===== config.mk =====
export PLATFORM = sky130hd
export DESIGN_NAME = fetch_sequencer_flat
export DESIGN_NICKNAME = d
export VERILOG_FILES = /design/src/rtl/fetch_sequencer_if.sv /design/src/rtl/fetch_sequencer.sv /design/src/flat_wrapper.sv
export SDC_FILE = /design/constraint.sdc
export NUM_CORES = 1
export LEC_CHECK = 0
export CAP_MARGIN = 20
export CORE_AREA = 3 3 62 64
export DETAILED_ROUTE_END_ITERATION = 10
export DIE_AREA = 0 0 65 67
export GPL_ROUTABILITY_DRIVEN = 0
export PLACE_DENSITY_LB_ADDON = 0.2
export SYNTH_ARGS = -nofsm -noshare
export SYNTH_HDL_FRONTEND = slang
export SYNTH_SLANG_ARGS = --single-unit

===== constraint.sdc =====
create_clock -name clk -period 3.56 [get_ports clk]
set_input_delay 0.712 -clock clk [delete_from_list [all_inputs] [get_ports clk]]
set_output_delay 0.712 -clock clk [all_outputs]
set_load 0.005 [all_outputs]

===== src/rtl/fetch_sequencer_if.sv =====
// Bundle between the fetch sequencer, its program ROM and the execute stage.
// The master modport is the sequencer side; the slave modport is the ROM/execute side.
interface fetch_sequencer_if #(
  parameter int unsigned ADDR_W = 3
);
  logic              start;
  logic              rom_read;
  logic [ADDR_W-1:0] rom_addr;
  logic [15:0]       rom_data;
  logic              instr_valid;
  logic              instr_ready;
  logic [15:0]       instr;
  logic [2:0]        op_sel;
  logic [5:0]        dst;
  logic [5:0]        src;
  logic [ADDR_W-1:0] instr_pc;
  logic              redirect;
  logic [ADDR_W-1:0] redirect_addr;
  logic              halted;
  logic              illegal;

  modport master (
    input  start, rom_data, instr_ready, redirect, redirect_addr,
    output rom_read, rom_addr, instr_valid, instr, op_sel, dst, src,
           instr_pc, halted, illegal
  );

  modport slave (
    output start, rom_data, instr_ready, redirect, redirect_addr,
    input  rom_read, rom_addr, instr_valid, instr, op_sel, dst, src,
           instr_pc, halted, illegal
  );
endinterface


===== src/rtl/fetch_sequencer.sv =====
// Fetch/decode controller: reads a 1-cycle registered program ROM, decodes each
// word and issues it to the execute stage over a valid/ready handshake.
module fetch_sequencer #(
  parameter int unsigned ADDR_W     = 3,
  parameter int unsigned START_ADDR = 0
) (
  input logic               clk,
  input logic               rst,
  fetch_sequencer_if.master bus
);

  localparam int unsigned WORD_W  = 16;
  localparam int unsigned OP_W    = 3;
  localparam int unsigned FIELD_W = 6;

  typedef enum logic [2:0] {
    S_IDLE  = 3'd0,
    S_FETCH = 3'd1,
    S_WAIT  = 3'd2,
    S_ISSUE = 3'd3,
    S_HALT  = 3'd4
  } state_t;

  state_t              state_q;
  state_t              state_d;
  logic [ADDR_W-1:0]   pc_q;
  logic [WORD_W-1:0]   instr_q;
  logic [OP_W-1:0]     op_sel_q;
  logic [ADDR_W-1:0]   instr_pc_q;
  logic                halted_q;
  logic                illegal_q;

  logic [OP_W-1:0]     dec_op_c;
  logic                dec_halt_c;
  logic                dec_illegal_c;
  logic                start_c;
  logic                redirect_c;
  logic                handshake_c;

  assign start_c     = bus.start && ((state_q == S_IDLE) || (state_q == S_HALT));
  assign redirect_c  = bus.redirect &&
                       ((state_q == S_FETCH) || (state_q == S_WAIT) || (state_q == S_ISSUE));
  assign handshake_c = (state_q == S_ISSUE) && bus.instr_ready;

  // Opcode decode of the word returned by the ROM
  always_comb begin
    dec_op_c      = '0;
    dec_halt_c    = 1'b0;
    dec_illegal_c = 1'b0;
    unique case (bus.rom_data[15:12])
      4'h1:    dec_op_c = 3'd1;
      4'h2:    dec_op_c = 3'd2;
      4'h3:    dec_op_c = 3'd3;
      4'h4:    dec_op_c = 3'd4;
      4'h5:    dec_op_c = 3'd5;
      4'hC:    dec_op_c = 3'd6;
      4'hD:    dec_op_c = 3'd7;
      4'h0: begin
        if (bus.rom_data == '0) dec_halt_c = 1'b1;
        else                    dec_illegal_c = 1'b1;
      end
      default: dec_illegal_c = 1'b1;
    endcase
  end

  always_ff @(posedge clk or posedge rst) begin
    if (rst) state_q <= S_IDLE;
    else     state_q <= state_d;
  end

  // Next state; redirect always restarts fetch, but start in IDLE/HALT wins
  always_comb begin
    state_d = state_q;
    unique case (state_q)
      S_IDLE, S_HALT: if (start_c) state_d = S_FETCH;
      S_FETCH:        state_d = redirect_c ? S_FETCH : S_WAIT;
      S_WAIT: begin
        if (redirect_c)                      state_d = S_FETCH;
        else if (dec_halt_c || dec_illegal_c) state_d = S_HALT;
        else                                 state_d = S_ISSUE;
      end
      S_ISSUE:        if (redirect_c || handshake_c) state_d = S_FETCH;
      default:        state_d = S_IDLE;
    endcase
  end

  // Strobes decoded straight from the state register
  always_comb begin
    bus.rom_read    = 1'b0;
    bus.instr_valid = 1'b0;
    unique case (state_q)
      S_FETCH: bus.rom_read    = 1'b1;
      S_ISSUE: bus.instr_valid = 1'b1;
      default: ;
    endcase
  end

  // PC, instruction register and sticky status flags
  always_ff @(posedge clk or posedge rst) begin
    if (rst) begin
      pc_q       <= ADDR_W'(START_ADDR);
      instr_q    <= '0;
      op_sel_q   <= '0;
      instr_pc_q <= '0;
      halted_q   <= 1'b0;
      illegal_q  <= 1'b0;
    end else if (start_c) begin
      pc_q      <= ADDR_W'(START_ADDR);
      halted_q  <= 1'b0;
      illegal_q <= 1'b0;
    end else if (redirect_c) begin
      pc_q <= bus.redirect_addr;
    end else if (state_q == S_WAIT) begin
      if (dec_illegal_c) begin
        halted_q   <= 1'b1;
        illegal_q  <= 1'b1;
        instr_q    <= bus.rom_data;
        op_sel_q   <= '0;
        instr_pc_q <= pc_q;
      end else if (dec_halt_c) begin
        halted_q <= 1'b1;
      end else begin
        instr_q    <= bus.rom_data;
        op_sel_q   <= dec_op_c;
        instr_pc_q <= pc_q;
        pc_q       <= pc_q + ADDR_W'(1);
      end
    end
  end

  assign bus.rom_addr = pc_q;
  assign bus.instr    = instr_q;
  assign bus.op_sel   = op_sel_q;
  assign bus.dst      = instr_q[11:6];
  assign bus.src      = instr_q[FIELD_W-1:0];
  assign bus.instr_pc = instr_pc_q;
  assign bus.halted   = halted_q;
  assign bus.illegal  = illegal_q;

endmodule


===== src/flat_wrapper.sv =====
// flat-port wrapper written by rule: the top's interface ports become plain ports
module fetch_sequencer_flat 
#(
  parameter int unsigned ADDR_W     = 3,
  parameter int unsigned START_ADDR = 0
)
  (clk, rst, bus_start, bus_rom_data, bus_instr_ready, bus_redirect, bus_redirect_addr, bus_rom_read, bus_rom_addr, bus_instr_valid, bus_instr, bus_op_sel, bus_dst, bus_src, bus_instr_pc, bus_halted, bus_illegal);
  fetch_sequencer_if #(.ADDR_W(ADDR_W)) bus_i ();
  input logic clk;
  input logic rst;
  input wire logic [$bits(bus_i.start)-1:0] bus_start;
  input wire logic [$bits(bus_i.rom_data)-1:0] bus_rom_data;
  input wire logic [$bits(bus_i.instr_ready)-1:0] bus_instr_ready;
  input wire logic [$bits(bus_i.redirect)-1:0] bus_redirect;
  input wire logic [$bits(bus_i.redirect_addr)-1:0] bus_redirect_addr;
  output wire logic [$bits(bus_i.rom_read)-1:0] bus_rom_read;
  output wire logic [$bits(bus_i.rom_addr)-1:0] bus_rom_addr;
  output wire logic [$bits(bus_i.instr_valid)-1:0] bus_instr_valid;
  output wire logic [$bits(bus_i.instr)-1:0] bus_instr;
  output wire logic [$bits(bus_i.op_sel)-1:0] bus_op_sel;
  output wire logic [$bits(bus_i.dst)-1:0] bus_dst;
  output wire logic [$bits(bus_i.src)-1:0] bus_src;
  output wire logic [$bits(bus_i.instr_pc)-1:0] bus_instr_pc;
  output wire logic [$bits(bus_i.halted)-1:0] bus_halted;
  output wire logic [$bits(bus_i.illegal)-1:0] bus_illegal;
  assign bus_i.start = bus_start;
  assign bus_i.rom_data = bus_rom_data;
  assign bus_i.instr_ready = bus_instr_ready;
  assign bus_i.redirect = bus_redirect;
  assign bus_i.redirect_addr = bus_redirect_addr;
  assign bus_rom_read = bus_i.rom_read;
  assign bus_rom_addr = bus_i.rom_addr;
  assign bus_instr_valid = bus_i.instr_valid;
  assign bus_instr = bus_i.instr;
  assign bus_op_sel = bus_i.op_sel;
  assign bus_dst = bus_i.dst;
  assign bus_src = bus_i.src;
  assign bus_instr_pc = bus_i.instr_pc;
  assign bus_halted = bus_i.halted;
  assign bus_illegal = bus_i.illegal;
  fetch_sequencer #(.ADDR_W(ADDR_W), .START_ADDR(START_ADDR)) u_core (.clk(clk), .rst(rst), .bus(bus_i));
endmodule

==> results by group, run 1 <==
GRT
  – First-pass GRT wire length: 5.00 mm
  – Vias in the first global route: 1092
  – Initial antenna violation count: 0
  – GRT Overall Usage: 0.152
  – Largest net degree at the start of global routing: 31
  – Total gr overflow: 0

Worst setup path
  – Worst Setup SP: bus_rom_data[14]
  – CP endpoint kind: flip-flop
  – Reg-to-reg slack, setup: 1620 ps
  – Worst Setup Start Kind: input pin
  – CP Buf/Inv Count: 1
  – Cells on worst reg2reg path: 3
  – Worst Setup EP: u_core.bus.instr[15]
  – Slowest cell on the critical path: clkdlybuf4s50_1
  – CP Cell Sequence: clkdlybuf4s50_1, nor4_1, nand4_1, nand3b_2, mux2_2
  – Max FO, Critical Path: 22
  – Worst path arrival time: 2700 ps
  – Reg-to-reg startpoint: u_core.state_q[1]
  – Worst EP required: 3760 ps
  – Reg-to-Reg End: u_core.bus.instr[15]
  – CP delay by family, top: simple AND/OR/NAND/NOR gates
  – Setup CP Type: in -> reg
  – Slowest Stage Delay on Critical Path: 550 ps
  – WP depth: 5

STA
  – Tmin final: 2490 ps
  – Max frequency: 0.401 GHz
  – Fin crit share: 0.700
  – Fin. Hold Viols: 0
  – Final worst slack: 1070 ps
  – RSZ-0062 raised after global routing: no
  – Least-Margin Pin Slew: 651 ps
  – Setup_tns: 0 ps
  – Hold_ws: 503 ps
  – Slew HR: 0.565
  – Final setup fails: 0
  – Max Clock Skew: 4.66 ps
  – Slew Limit Fails: 0

Yosys
  – Count leader, synth: dfrtp_1
  – Mux cell area share after synthesis: 0.186
  – Synth Area in Compound Gates: 0.0509
  – Post-synth top flop: dfrtp_1
  – Dominant cell type by area after synthesis: dfrtp_1
  – Post-Synth XOR/XNOR Area: 0.0121
  – Mapped Cells: 119
  – Synth top cells by count: dfrtp_1 (30), mux2_2 (21), buf_4 (12)
  – Synth area leaders: dfrtp_1 (52%), mux2_2 (16%), buf_4 (6.2%), nor2_1 (2.3%), buf_6 (2.3%)
  – Seq/Total Area, Yosys: 0.518
  – Async SR Flop Fraction: 1.00
  – Number of synthesized flops with an enable pin: 0
  – #FFs+latches synth: 30
  – Post-Synth Simple-Gate Area: 0.129
  – Synth cell types: 27
  – Net Count, Synth: 144
  – Post-Synth Adder-Cell Area: 0.00863
  – Share of the synthesized area in the top cell type: 0.518
  – Main combinational cell family by area after synthesis: multiplexers
  – Post-Syn Area per Cell: 12.2 um^2
  – Post-Syn Area: about 1500 um^2
  – Total number of yosys warnings: 0

Placed design
  – Port bufs: between 60 and 70
  – DP Area: 2030 um^2
  – DP Cell Count: 214
  – Worst slack, placed: ~700 ps
  – DP HPWL: ~2.4 mm

Drt
  – DRC Markers: 0
  – Post-route ant nets: 0
  – Via density per instance: 4.88
  – Total Wirelength: between 3 and 4 mm
  – Total number of vias: 1084
  – TritonRoute pass-1 iters: 4
  – Drt initial violations: 28
  – Routed len/inst: between 10 and 15 um

Job
  – Number of max-cap violations: 0

Clocking
  – Hold_buf cts: 0
  – CTS buffer count: 5
  – CTS tree: done
  – Post-CTS sizing: 0
  – Worst skew pair latency: 320 ps
  – # clock sinks: 30
  – Max clock buf depth: 2
  – Root buf cell: clkbuf_4
  – Setup bufs post-CTS: 0
  – Clock slew at reported path FFs: around 90 ps
  – CTS H-tree lvls: 2

Cells and area
  – Layout cells sized above 1: 0.199
  – # diodes: 0
  – Final Instance Area: 2090 um^2
  – Non-Filler Instances: 222
  – Area Growth Syn to Fin: 44.0%
  – Nets: 200
  – Layout Utilization: 0.626
  – Number of fill cells in the layout: around 280

Die
  – Chip height: between 60 and 70 um
  – Die area: 4360 um^2
  – Site Rows: 21
  – Initial Util: 0.435
  – Die W: 65 um
  – Ports: 65
  – Total core area: ~3300 um^2

Power
  – Overall Power: around 1.6 mW
  – Pwr Density: 782 nW/um^2
  – Worst VDD drop: 391 uV
  – Pleak: ~0.87 nW

Min path
  – Tightest Hold Check Type: reg -> reg

Outcome
  – Status: completed
-- how the worst min path moves through the flow --
| stage | startpoint | to | slack, ps | cells past startpoint |
|---|---|---|---|---|
| 5_1_grt | u_core.bus.instr[15] | u_core.bus.instr[15] | 530 | 1 |
| 2_1_floorplan | u_core.bus.halted | u_core.bus.halted | 490 | 2 |
| 6_report | u_core.bus.illegal | u_core.bus.illegal | 500 | 2 |
| 3_3_place_gp | u_core.bus.halted | u_core.bus.halted | 490 | 2 |
| 3_5_place_dp | u_core.bus.instr_pc[2] | u_core.bus.instr_pc[2] | 490 | 1 |
| 4_1_cts | u_core.bus.instr[15] | u_core.bus.instr[15] | 510 | 1 |
-- where the power goes --
group / internal, mW / switching (mW)
registers: 0.505 / 0.130
clock network: 0.0956 / 0.108
logic: 0.562 / 0.233
total: 1.16 / 0.470
-- sequential cells by signal (all words and copies together) (netlist names) --
signal,flops
u_core.bus.op_sel,3
u_core.bus.instr,16
u_core.bus.rom_addr,3
u_core.bus.illegal,1
u_core.bus.halted,1
u_core.bus.instr_pc,3
u_core.state_q,3
-- worst min-delay path, delay by kind of cell (launching register included) --
family | cells | cell delay (ps)
DFF | 1 | 350
and+or+nand+nor | 1 | 70
AOI/OAI and AO/OA | 1 | 50
-- final cells by class --
cell class / count / area [um^2] / area share
Sequential cell: 30 / 751 / 0.359
Timing Repair Buffer: 65 / 648 / 0.310
Multi-Input combinational cell: 70 / 561 / 0.268
Tap cell: 46 / 57.6 / 0.0276
Clock buffer: 7 / 55.1 / 0.0264
Inverter: 3 / 11.3 / 0.00539
Clock inverter: 1 / 5.00 / 0.00240
-- cell families (layout without fill, tap and decap cells) --
family                     count (synthesis)  count (layout)
buffers and inverters                     19              76
xor gates and xnor gates                   2               2
muxes                                     24              24
and+or+nand+nor                           31              31
adders and majority gates                  1               1
DFF                                       30              30
AOI/OAI and AO/OA                         12              12
-- layer usage --
metal / vias up / global-route usage / routed length (um)
li1: 527 / - / -
met1: 502 / 0.174 / 1340
met2: 51 / 0.253 / 1450
met3: 4 / 0.0607 / 253
met4: 0 / 0.0633 / 45
met5: - / 0 / 0
-- cells in the final DEF, fill, tap and decap left out, drive strengths merged --
cell	count
a211oi	3
a21oi	3
a31oi	3
and3	2
buf	1
clkbuf	7
clkdlybuf4s50	64
clkinv	1
dfrtp	30
ha	1
inv	3
mux2	21
mux2i	3
nand2	4
nand3	1
nand3b	1
nand4	3
nor2	9
nor2b	1
nor3	1
nor3b	3
nor4	5
o211ai	1
o21ai	2
or3	1
xor2	2
No activity file was read; power rests on OpenSTA's default activity.
==> run 2, diff against run 1 <==
--- a/config.mk
+++ b/config.mk
@@ -6,9 +6,9 @@
 export NUM_CORES = 1
 export LEC_CHECK = 0
 export CAP_MARGIN = 20
-export CORE_AREA = 3 3 62 64
+export CORE_AREA = 3 3 64 66
 export DETAILED_ROUTE_END_ITERATION = 10
-export DIE_AREA = 0 0 65 67
+export DIE_AREA = 0 0 67 69
 export GPL_ROUTABILITY_DRIVEN = 0
 export PLACE_DENSITY_LB_ADDON = 0.2
 export SYNTH_ARGS = -nofsm -noshare
==> constraint.sdc (replaced) <==
create_clock -name clk -period 2.6 [get_ports clk]
set_input_delay 0.52 -clock clk [delete_from_list [all_inputs] [get_ports clk]]
set_output_delay 0.52 -clock clk [all_outputs]
set_load 0.005 [all_outputs]
==> run 2 against run 1 <==
  * Highest routed layer unchanged
  * Worst hold slack got worse by 9.5 ps
  * Critical path depth grew 1
  * Largest cell class unchanged
  * Critical path type unchanged
  * Final cell count rose by 1.8%
  * Core utilization fell by 3.6 points
  * Sequential power increased by 38%
  * Die area grew 6.2%
  * Power increased by 42%
  * Non-clock buffer count is 3 higher
  * Global-route usage is 0.16 points higher
  * Sequential share of layout area fell by 0.94 points
  * Clock power is 67% higher
  * Via count grew 2.1%
==> results by group, run 2 (synthesis results as in run 1) <==
GRT
  – Initial antenna violation count: 0 (unchanged)
  – GRT Overall Usage: 0.154 (+0.00156)
  – First-pass GRT wire length: 5.46 mm (+9.2%)
  – Total gr overflow: 0 (unchanged)
  – Vias in the first global route: 1178 (+7.9%)
  – Largest net degree at the start of global routing: 21 (-32%)

STA
  – Setup_tns: 0 ps (unchanged)
  – Least-Margin Pin Slew: 710 ps (+59.5 ps)
  – Fin. Hold Viols: 0 (unchanged)
  – Max Clock Skew: 4.95 ps (+0.291 ps)
  – Max frequency: between 0.4 and 0.5 GHz
  – Slew HR: 0.525 (-0.0397)
  – Slew Limit Fails: 0 (unchanged)
  – RSZ-0062 raised after global routing: no
  – Final worst slack: 465 ps (-604 ps)
  – Fin crit share: 0.821
  – Final setup fails: 0 (unchanged)
  – Tmin final: 2140 ps

Cells and area
  – Number of fill cells in the layout: 329 (+19%)
  – Nets: 203 (+1.5%)
  – Max reg flops: 16 (unchanged)
  – Commonest non-fill, non-tap cell in the layout: clkdlybuf4s50_1
  – Layout cells sized above 1: 0.213 (+0.0146)
  – Area Growth Syn to Fin: 47.9%
  – # diodes: 0 (unchanged)
  – Commonest cells after routing, fill and taps aside: clkdlybuf4s50_1 (64), dfrtp_1 (30), mux2_2 (21), nor2_1 (9)

Clocking
  – Hold_buf cts: 0 (unchanged)
  – CTS H-tree lvls: 2 (unchanged)
  – Root buf cell: clkbuf_8
  – Max clock buf depth: 2 (unchanged)
  – # clock sinks: 30 (unchanged)
  – CTS buffer count: 5 (unchanged)
  – Worst skew pair latency: 280 ps (-40 ps)
  – Clock slew at reported path FFs: 60 ps (-30 ps)
  – CTS tree: done
  – Setup bufs post-CTS: 0 (unchanged)
  – Post-CTS sizing: 0 (unchanged)

Outcome
  – Status: completed

Power
  – Pleak: 0.899 nW (+3.3%)
  – Worst VDD drop: 515 uV (+32%)
  – Pwr Density: 1080 nW/um^2 (+38%)

Die
  – Die W: 67 um (+3.1%)
  – Initial Util: 0.399 (-0.0355)
  – Total core area: 3630 um^2 (+8.9%)
  – Die area: 4620 um^2 (+6.2%)
  – Site Rows: 22 (+4.8%)
  – Ports: 65 (unchanged)
  – Chip height: 69 um (+3.0%)

Drt
  – Routed len/inst: 14.2 um (+2.4%)
  – Total number of vias: 1107 (+2.1%)
  – Via density per instance: 4.90 (+0.31%)
  – DRC Markers: 0 (unchanged)
  – Total Wirelength: 3.22 mm (+4.2%)
  – Drt initial violations: 15 (-46%)
  – Post-route ant nets: 0 (unchanged)
  – TritonRoute pass-1 iters: 3 (-1)

Worst setup path
  – Slowest cell on the critical path: clkdlybuf4s50_1
  – Worst path arrival time: 2300 ps (-400 ps)
  – Worst Setup Start Kind: input pin
  – Worst EP required: 2760 ps (-1000 ps)
  – Worst Setup SP: bus_rom_data[0]
  – Reg-to-reg slack, setup: 870 ps (-750 ps)
  – CP Cell Sequence: clkdlybuf4s50_1, nor4_1, nand4_1, nand3b_2, buf_12, mux2_2
  – Slowest Stage Delay on Critical Path: 430 ps (-120 ps)
  – Reg-to-reg startpoint: u_core.state_q[1]
  – CP endpoint kind: flip-flop
  – Setup CP Type: in -> reg
  – Max FO, Critical Path: 17 (-23%)

Placed design
  – Port bufs: 64 (unchanged)
  – DP HPWL: 2.49 mm (+4.7%)
  – Worst slack, placed: 122 ps (-577 ps)

Min path
  – HP Start: u_core.bus.halted
  – Tightest Hold Check Type: reg -> reg

Job
  – Number of max-cap violations: 0 (unchanged)
==> run 2: cell types whose count changed in the layout (fill, tap and decap cells not counted) <==
cell / previous run / this run
clkinv_2: 1 / 2
clkbuf_8: 1 / 5
clkbuf_1: 1 / 0
buf_12: 0 / 1
clkbuf_4: 5 / 0
buf_4: 1 / 3
==> run 2: layout make-up <==
cell class	instances	area [um^2]	share of cell area
Sequential cell	30	751	0.350
Timing Repair Buffer	68	683	0.319
Multi-Input combinational cell	70	561	0.261
Clock buffer	5	68.8	0.0321
Tap cell	48	60.1	0.0280
Inverter	3	11.3	0.00525
Clock inverter	2	10.0	0.00467
==> run 2: routing by layer <==
metal / vias up / wire length [um] / GRT usage
li1: 528 / - / -
met1: 530 / 1360 / 0.189
met2: 44 / 1580 / 0.241
met3: 5 / 232 / 0.0554
met4: 0 / 52 / 0.0608
met5: - / 0 / 0
==> run 2: worst max-delay path: cells and delay by family <==
family	cells	cell delay, ps
buffers and inverters	2	620
multiplexers	1	340
AND/OR/NAND/NOR	3	810
==> run 2: stage by stage <==
stage	area [um^2]	total power, mW	util	hold WS [ps]	std cells
6_report	2140	2.32	0.590	494	226
5_1_grt	2140	2.49	0.590	530	226
4_1_cts	2140	2.36	0.590	502	226
3_5_place_dp	2070	2.00	0.569	488	219
3_3_place_gp	2070	1.97	0.569	490	219
2_1_floorplan	1450	1.38	-	486	119
==> run 2: path summary, 6_finish.rpt <==
kind,endpoint,depth (start not counted)
max,u_core.bus.instr[2],6
min,u_core.bus.halted,2
max reg2reg,u_core.bus.instr[2],4
min reg2reg,u_core.bus.halted,2
max in group asynchronous,u_core.state_q[1],3
min in group asynchronous,u_core.bus.instr[1],2
==> run 2: power breakdown <==
group | total, mW | leakage (nW) | internal, mW | switching, mW
sequential | 0.872 | 0.369 | 0.693 | 0.179
clock | 0.340 | 0.0438 | 0.179 | 0.161
combinational | 1.11 | 0.486 | 0.780 | 0.327
==> run 3, diff against run 2 <==
==> constraint.sdc (replaced) <==
create_clock -name clk -period 2.1 [get_ports clk]
set_input_delay 0.42 -clock clk [delete_from_list [all_inputs] [get_ports clk]]
set_output_delay 0.42 -clock clk [all_outputs]
set_load 0.005 [all_outputs]
==> run 3 against run 2 <==
  * Sequential power is 24% higher
  * Wire length is 0.75% higher
  * Design area is 5.7% higher
  * Largest cell class is now non-clock buffers
  * First-iteration DRC count is 6.7% higher
  * Die area stayed put
  * Flip-flop and latch count stayed put
  * Critical path type unchanged
  * Combinational power is 26% higher
==> results by group, run 3 (synthesis results as in run 1) <==
Clocking
  – Clock slew at reported path FFs: 60 ps (about the same)
  – CTS buffer count: 5 (unchanged)
  – Worst skew pair latency: 280 ps (about the same)
  – # clock sinks: 30 (unchanged)
  – Setup bufs post-CTS: 0 (unchanged)
  – Root buf cell: clkbuf_8
  – CTS H-tree lvls: 2 (unchanged)
  – CTS tree: done
  – Max clock buf depth: 2 (unchanged)

GRT
  – First-pass GRT wire length: 5.51 mm (+0.77%)
  – Initial antenna violation count: 0 (unchanged)
  – Vias in the first global route: 1190 (+1.0%)
  – GRT Overall Usage: 0.155 (+0.000716)
  – Largest net degree at the start of global routing: 31 (+48%)
  – Total gr overflow: 0 (unchanged)

Worst setup path
  – Setup CP Type: in -> reg
  – Reg-to-reg slack, setup: 470 ps (-400 ps)
  – Cells on worst reg2reg path: 4 (unchanged)
  – CP endpoint kind: flip-flop
  – Reg-to-reg startpoint: u_core.state_q[1]
  – Slowest cell on the critical path: clkdlybuf4s50_1
  – Worst EP required: 2260 ps (-500 ps)
  – CP delay by family, top: buffers and inverters
  – Worst path arrival time: 2170 ps (-130 ps)
  – Worst Setup Start Kind: input pin
  – Slowest Stage Delay on Critical Path: 420 ps (about the same)
  – CP Cell Sequence: clkdlybuf4s50_1, nor4_1, buf_4, nand4_1, nand3b_2, buf_12, mux2_2
  – Reg-to-Reg End: u_core.bus.instr[3]
  – WP depth: 7 (+1)
  – CP Buf/Inv Count: 3 (+1)
  – Max FO, Critical Path: 13 (-4)

Die
  – Total core area: 3630 um^2 (unchanged)
  – Die area: 4620 um^2 (unchanged)
  – Ports: 65 (unchanged)
  – Site Rows: 22 (unchanged)
  – Chip height: 69 um (unchanged)
  – Initial Util: 0.399 (unchanged)
  – Die W: 67 um (unchanged)

Drt
  – Total number of vias: 1118 (+0.99%)
  – Total Wirelength: 3.24 mm (+0.75%)
  – Post-route ant nets: 0 (unchanged)
  – Drt initial violations: 16 (+1)
  – TritonRoute pass-1 iters: 4 (+1)
  – DRC Markers: 0 (unchanged)
  – Routed len/inst: 13.7 um (-3.5%)
  – Via density per instance: 4.74 (-3.3%)

STA
  – Max frequency: 0.498 GHz
  – Least-Margin Pin Slew: 457 ps (-253 ps)
  – Slew Limit Fails: 0 (unchanged)
  – Max Clock Skew: 8.94 ps (+3.99 ps)
  – Tmin final: 2010 ps
  – Fin crit share: 0.957
  – RSZ-0062 raised after global routing: no
  – Final setup fails: 0 (unchanged)
  – Fin. Hold Viols: 0 (unchanged)
  – Slew HR: 0.694 (+0.169)

Cells and area
  – Nets: 213 (+4.9%)
  – # diodes: 0 (unchanged)
  – Area Growth Syn to Fin: 56.3%
  – Commonest cells after routing, fill and taps aside: clkdlybuf4s50_1 (64), dfrtp_1 (29), mux2_2 (21), buf_4 (12), nor2_1 (9)
  – Commonest non-fill, non-tap cell in the layout: clkdlybuf4s50_1
  – Number of fill cells in the layout: 321 (-2.4%)
  – Layout Utilization: 0.624 (+0.0337)
  – Layout cells sized above 1: 0.261 (+0.0472)
  – Max reg flops: 16 (unchanged)

Power
  – Pwr Density: 1350 nW/um^2 (+25%)
  – Pleak: 0.967 nW (+7.6%)
  – Worst VDD drop: 768 uV (+49%)
  – Overall Power: 3.06 mW (+32%)

Placed design
  – Port bufs: 64 (unchanged)
  – DP HPWL: 2.54 mm (+2.2%)

Outcome
  – Status: completed

Min path
  – Tightest Hold Check Type: reg -> reg
  – Hold depth: 2 (unchanged)
  – HP Start: u_core.bus.halted
  – Hold Path End: u_core.bus.halted

Job
  – Number of max-cap violations: 0 (unchanged)
==> run 3: metal layers <==
layer,share of wire,global-route usage,up-vias,wire [um]
met2,0.51,0.254,46,1640
li1,-,-,550,-
met5,0,0,-,0
met1,0.40,0.186,518,1300
met4,0.013,0.0473,0,41
met3,0.081,0.0537,4,264
==> run 3: layout make-up <==
class	instances	area (um^2)	area share
Timing Repair Buffer	78	771	0.340
Clock buffer	6	82.6	0.0364
Multi-Input combinational cell	70	561	0.247
Clock inverter	1	30.0	0.0132
Inverter	3	11.3	0.00497
Tap cell	48	60.1	0.0265
Sequential cell	30	752	0.332
==> run 3: what timing repair did <==
| action | in CTS | in global routing |
|---|---|---|
| gates resized for setup | 0 | 1 |
| endpoints found under the setup margin | 0 | 1 |
| hold buffers | 0 | 0 |
==> run 3: how the worst max path moves through the flow <==
| stage | start | to | slack, ps |
|---|---|---|---|
| global route | u_core.state_q[1] | bus_rom_read | 10 |
| global placement | bus_rom_data[9] | u_core.bus.instr[14] | -120 |
| finish | bus_rom_data[9] | u_core.bus.instr[3] | 90 |
| floorplan | bus_rom_data[9] | u_core.bus.instr[0] | 470 |
| detailed placement | bus_rom_data[9] | u_core.bus.instr[15] | -180 |
| CTS | u_core.state_q[0] | bus_rom_read | 90 |
==> run 3: worst min-delay path, cell delays in order, from the launching register on <==
cell and delay [ps]:
dfrtp_1 340, a21oi_1 50, nor2_1 70
==> run 3: stage by stage <==
stage	std cells	setup TNS (ps)	cell area [um^2]	hold WS [ps]	setup slack (ps)
finish	236	0	2270	496	91.2
floorplan	119	0	1450	486	473
global placement	229	-2440	2150	489	-125
CTS	236	0	2270	501	89.3
detailed placement	229	-3360	2150	486	-181
global route	236	0	2270	524	14.0
==> run 3: power by group <==
| group | internal, mW | switching, mW |
|---|---|---|
| Sequential | 0.861 | 0.223 |
| Clock | 0.379 | 0.198 |
| Combinational | 0.992 | 0.406 |
